File: src/rtl/stack_master.sv
// Host-side sequencer for an attached stack: accepts one request at a time,
// issues at most one stack command, and returns a single response.
module stack_master #(
  parameter int unsigned m = 8,
  parameter int unsigned n = 4
) (
  input  logic                       clk,
  input  logic                       rst,
  input  logic                       req_valid,
  output logic                       req_ready,
  input  logic [2:0]                 req_op,
  input  logic [n-1:0]               req_data,
  output logic                       rsp_valid,
  input  logic                       rsp_ready,
  output logic [n-1:0]               rsp_data,
  output logic                       rsp_err,
  output logic [2:0]                 stk_cmd,
  output logic [n-1:0]               stk_data,
  input  logic [n-1:0]               stk_data_o,
  input  logic [3:0]                 stk_status,
  output logic [$clog2(m+1)-1:0]     depth,
  output logic                       sync_err
);

  localparam int unsigned DW = $clog2(m + 1);

  localparam logic [2:0] STK_NOP  = 3'd0;
  localparam logic [2:0] STK_PUSH = 3'd1;
  localparam logic [2:0] STK_POP  = 3'd2;
  localparam logic [2:0] STK_INC  = 3'd3;
  localparam logic [2:0] STK_DEC  = 3'd4;
  localparam logic [2:0] STK_LDI  = 3'd5;

  typedef enum logic [1:0] {
    S_IDLE   = 2'd0,
    S_ISSUE  = 2'd1,
    S_SETTLE = 2'd2,
    S_RESP   = 2'd3
  } state_t;

  state_t         state_q, state_d;
  logic [2:0]     op_q, op_d;
  logic [n-1:0]   rsp_data_q, rsp_data_d;
  logic           rsp_err_q, rsp_err_d;
  logic [2:0]     stk_cmd_q, stk_cmd_d;
  logic [n-1:0]   stk_data_q, stk_data_d;
  logic [DW-1:0]  depth_q, depth_d;
  logic           sync_err_q, sync_err_d;
  logic           legal_c;

  wire st_empty = stk_status[0];
  wire st_full  = stk_status[1];

  // PEEK shares the NOP code; unknown codes are rejected.
  always_comb begin
    legal_c = 1'b0;
    case (req_op)
      STK_PUSH:                                 legal_c = !st_full;
      STK_NOP, STK_POP, STK_INC, STK_DEC, STK_LDI: legal_c = !st_empty;
      default:                                  legal_c = 1'b0;
    endcase
  end

  always_comb begin
    state_d    = state_q;
    op_d       = op_q;
    rsp_data_d = rsp_data_q;
    rsp_err_d  = rsp_err_q;
    stk_cmd_d  = STK_NOP;
    stk_data_d = '0;
    depth_d    = depth_q;
    sync_err_d = sync_err_q;
    case (state_q)
      S_IDLE: begin
        if (((depth_q == '0) != st_empty) || ((depth_q == DW'(m)) != st_full))
          sync_err_d = 1'b1;
        if (req_valid) begin
          op_d       = req_op;
          rsp_data_d = '0;
          if (legal_c) begin
            state_d    = S_ISSUE;
            rsp_err_d  = 1'b0;
            stk_cmd_d  = req_op;
            stk_data_d = req_data;
          end else begin
            state_d   = S_RESP;
            rsp_err_d = 1'b1;
          end
        end
      end
      S_ISSUE: begin
        // The stack still shows the pre-pop top during the command cycle.
        if (op_q == STK_POP || op_q == STK_NOP)
          rsp_data_d = stk_data_o;
        if (op_q == STK_PUSH && depth_q != DW'(m))
          depth_d = depth_q + DW'(1);
        if (op_q == STK_POP && depth_q != '0)
          depth_d = depth_q - DW'(1);
        state_d = S_SETTLE;
      end
      S_SETTLE: state_d = S_RESP;
      S_RESP: begin
        if (rsp_ready) begin
          state_d    = S_IDLE;
          rsp_data_d = '0;
          rsp_err_d  = 1'b0;
        end
      end
      default: state_d = S_IDLE;
    endcase
  end

  always_ff @(posedge clk or posedge rst) begin
    if (rst) begin
      state_q    <= S_IDLE;
      op_q       <= STK_NOP;
      rsp_data_q <= '0;
      rsp_err_q  <= 1'b0;
      stk_cmd_q  <= STK_NOP;
      stk_data_q <= '0;
      depth_q    <= '0;
      sync_err_q <= 1'b0;
    end else begin
      state_q    <= state_d;
      op_q       <= op_d;
      rsp_data_q <= rsp_data_d;
      rsp_err_q  <= rsp_err_d;
      stk_cmd_q  <= stk_cmd_d;
      stk_data_q <= stk_data_d;
      depth_q    <= depth_d;
      sync_err_q <= sync_err_d;
    end
  end

  assign req_ready = (state_q == S_IDLE);
  assign rsp_valid = (state_q == S_RESP);
  assign rsp_data  = rsp_data_q;
  assign rsp_err   = rsp_err_q;
  assign stk_cmd   = stk_cmd_q;
  assign stk_data  = stk_data_q;
  assign depth     = depth_q;
  assign sync_err  = sync_err_q;

endmodule

File: config.mk
export PLATFORM = sky130hd
export DESIGN_NAME = stack_master
export DESIGN_NICKNAME = d
export VERILOG_FILES = /design/src/rtl/stack_master.sv
export SDC_FILE = /design/constraint.sdc
export NUM_CORES = 1
export LEC_CHECK = 0
export ABC_AREA = 1
export CAP_MARGIN = 30
export CELL_PAD_IN_SITES_DETAIL_PLACEMENT = 1
export CELL_PAD_IN_SITES_GLOBAL_PLACEMENT = 1
export CORE_MARGIN = 4
export CORE_UTILIZATION = 29
export DETAILED_ROUTE_END_ITERATION = 7
export PLACE_DENSITY_LB_ADDON = 0.1
export SLEW_MARGIN = 20
export SYNTH_ARGS = -nofsm -noshare
export SYNTH_HDL_FRONTEND = slang
export SYNTH_SLANG_ARGS = --single-unit
File: constraint.sdc
create_clock -name clk -period 1.5 [get_ports clk]
set_input_delay 0.3 -clock clk [delete_from_list [all_inputs] [get_ports clk]]
set_output_delay 0.3 -clock clk [all_outputs]
set_load 0.02 [all_outputs]
==> results_dict.tcl <==
set metrics [dict create \
    status "completed" \
    vdd_drop_max_mv 1.01 \
    yosys_most_used_dff "dfrtp_1" \
    grt_pass1_wl_mm 5.80 \
    die_w_microns 71.1 \
    maxCapViolations 0 \
    vias 1165 \
    cts.sinks 22 \
    synth_largest_area_cell "dfrtp_1" \
    synth_top_family_by_area "simple AND/OR/NAND/NOR gates" \
    drt_first_pass_iters 3 \
    startpoint_type "flop" \
    postSynthCellCount 133 \
    synth_cell_types 23 \
    grt_overflow_total 0 \
    path_cells "nor2_4 > nand2_4 > nand2_4 > nand2_4 > nand2_2 > inv_2 > ha_4 > inv_2 > nand2_2 > xor2_1 > o21ai_1" \
    syn2layout_area_growth_pct 79.5 \
    yosysSeqAreaShare_pct 47.7 \
    drc 0 \
    fin_skew_ns 0.00983 \
    yosys-top-cells-area "dfrtp_1 48%, inv_1 7.2%, nand2_1 7.2%, ha_1 5.4%, o21ai_0 5.2%" \
    fp-row-count 22 \
    end_kind "flop" \
    cp-startpoint "depth[1]$_DFFE_PP0P_" \
    synth.cell_area_sq_um 1150 \
    synth_edf_count 0 \
    pwr_density_cell_nw_per_um2 1920 \
    synthMuxAreaShare_pct 0 \
    ys_seq_elements 22 \
    synth-compound-area-share_pct 12.0 \
    slew_headroom_pct 79.7 \
    rsz0062_at_grt "yes" \
    fin_ws_ns 0.00337 \
    initial_core_util_pct 30.8 \
    avgViaCountPerCell 4.52 \
    synth_fa_ha_area_share_pct 5.42 \
    synth_commonest_cells "22 x dfrtp_1, 22 x inv_1, 22 x nand2_1" \
    worstPathRequired_ns 1.66 \
    finalWirelength_mm 3.42 \
    antenna_cells 0 \
    leakage_uw 0.00107 \
    ctsHoldBuffers 0 \
    clk_latency_ns 0.26 \
    hp-class "in2async" \
    fin_hold_ws_ns 0.362 \
    r2r_start "depth[1]$_DFFE_PP0P_" \
    fin_crit_ns 1.50 \
    grtUsageTotal_pct 14.3 \
    synth-warning-count 0 \
    die_area_sq_um 5060 \
    coreArea_sq_um 3740 \
    cts_buffers 3 \
    cp.arrival_ns 1.65 \
    crit_fanout 4 \
    gp_congestion 0.818 \
    portBuffers 35 \
    antenna_found_initial 0 \
    clk_path_buf_depth 2 \
    final_hold_viol_count 0 \
    dp_hpwl_mm 2.59 \
    tightest_slew_ns 0.303 \
    avgSynthCellArea_sq_um 8.68 \
    async_flop_share_pct 100 \
    drive_above_1_share_pct 43.3 \
    cts-root-buf "clkbuf_8" \
    pin_count 38 \
    cp_slowest_stage_delay_ns 0.43 \
    fmax_mhz 668 \
    min_period_over_period_pct 99.8 \
    grt_pass1_vias 1301 \
    synth_top_area_share_pct 47.7 \
    synth.net_count 157 \
    die_height_microns 71.1 \
    fillCellCount 436 \
    place_ws_ns -0.187 \
    drv_slew 0 \
    grt_start_max_net_pins 23 \
    synth-xor-area-share_pct 3.79 \
    yosys.area_share.simple_pct 23.0 \
    drt_iter0_drc 32 \
    wl_per_cell_microns 13.2 \
    crit_top_cell "nand2_4" \
    critical_path_class "reg2reg" \
    finalSetupViolCount 0 \
    cts_tree "done" \
    htree_levels 1 \
    cpMaxStageDelayCell "dfrtp_2" \
    ant_nets 0 \
    clk_pin_slew_worst_paths_ns 0.08 \
    fin_nets 235 \
]
[per-layer routing]
metal	vias to the layer above	wire length [microns]	global-route usage (%)
met5	-	0	0
met1	561	1340	16.5
met2	23	1900	25.8
met4	0	56	5.22
met3	6	120	2.84
li1	575	-	-
[worst paths after layout]
check	depth (start not counted)	slack, ns	endpoint
setup / recovery	11	0.003	depth[2]$_DFFE_PP0P_
hold / removal	3	0.36	state_q[0]$_DFFE_PP0P_
setup reg to reg	11	0.003	depth[2]$_DFFE_PP0P_
hold reg to reg	1	0.49	sync_err$_DFFE_PP0P_
max in group asynchronous	3	0.88	depth[1]$_DFFE_PP0P_
min in group clk	1	0.49	sync_err$_DFFE_PP0P_
[state kept, by name, indices dropped and copies added, names as in the netlist]
| name | count |
|---|---|
| stk_data | 4 |
| sync_err | 1 |
| rsp_err | 1 |
| depth | 4 |
| op_q | 3 |
| rsp_data | 4 |
| state_q | 2 |
| stk_cmd | 3 |
[critical path: cells and delay by family (launching register included)]
| kind | cells | cell delay (ns) |
|---|---|---|
| AND/OR/NAND/NOR | 6 | 0.46 |
| adder cells (fa/ha/maj) | 1 | 0.15 |
| AO/OA/AOI/OAI | 1 | 0.07 |
| buffers and inverters | 2 | 0.10 |
| XOR/XNOR | 1 | 0.17 |
| flip-flops | 1 | 0.43 |
[kinds of logic after synthesis]
family                     Yosys count
AOI/OAI and AO/OA                   23
xor gates and xnor gates             5
adders and majority gates            5
buffers and inverters               25
DFF                                 22
and+or+nand+nor                     53
[cells in the final DEF, fill, tap and decap left out, types with 2 or more instances in the layout]
| cell | Yosys | final |
|---|---|---|
| inv_2 | 3 | 8 |
| nand3_2 | 0 | 7 |
| o21ai_0 | 12 | 7 |
| ha_4 | 0 | 4 |
| o21ai_2 | 0 | 3 |
| nand2_1 | 22 | 18 |
| dlymetal6s2s_1 | 0 | 5 |
| nor2_4 | 2 | 3 |
| inv_1 | 22 | 15 |
| o21ai_1 | 3 | 5 |
| nor2_1 | 6 | 6 |
| nor3_1 | 3 | 2 |
| dfrtp_2 | 0 | 4 |
| clkbuf_8 | 0 | 3 |
| dfrtp_1 | 22 | 18 |
| buf_4 | 0 | 32 |
| nand2_4 | 2 | 3 |
| clkdlybuf4s50_1 | 0 | 16 |
| a21oi_2 | 0 | 2 |
| nand2_2 | 4 | 7 |
| dlygate4sd2_1 | 0 | 12 |
| buf_6 | 0 | 6 |
| xor2_1 | 4 | 4 |
| nand3_1 | 10 | 2 |
[repair_timing]
item                                   in CTS  in global routing
gates resized for setup                    33                 40
pin swaps                                  10                 12
setup endpoints to repair                  22                 24
setup buffers                              10                  4
endpoints found under the hold margin       0                  0
gates cloned                                0                  0
[power breakdown]
part	leakage, uW	total (uW)	internal, uW	switching [uW]
logic	0.000768	2700	1320	1380
clock network	0.0000228	378	189	188
registers	0.000280	897	762	136
[stage by stage]
| stage | area [sq um] | setup TNS (ns) | std cells | util [%] | total power [uW] |
|---|---|---|---|---|---|
| after floorplan | 1170 | 0 | 133 | - | 2030 |
| after CTS | 1900 | -0.149 | 254 | 50.8 | 3570 |
| after detailed placement | 1760 | -1.74 | 240 | 47.1 | 2900 |
| after global placement | 1760 | -1.03 | 240 | 47.1 | 2820 |
| final | 2070 | 0 | 258 | 55.4 | 3980 |
| after global routing | 2070 | -0.420 | 258 | 55.4 | 4320 |
[cell type report]
type	count	area, sq um	area share (%)
well taps	48	60.1	2.90
repair buffers	73	646	31.1
clock buffers	4	45.0	2.17
multi-input cells	86	666	32.1
inverters	25	101	4.89
flip-flops and latches	22	556	26.8
Note: power is estimated with default switching activity, not from simulation.
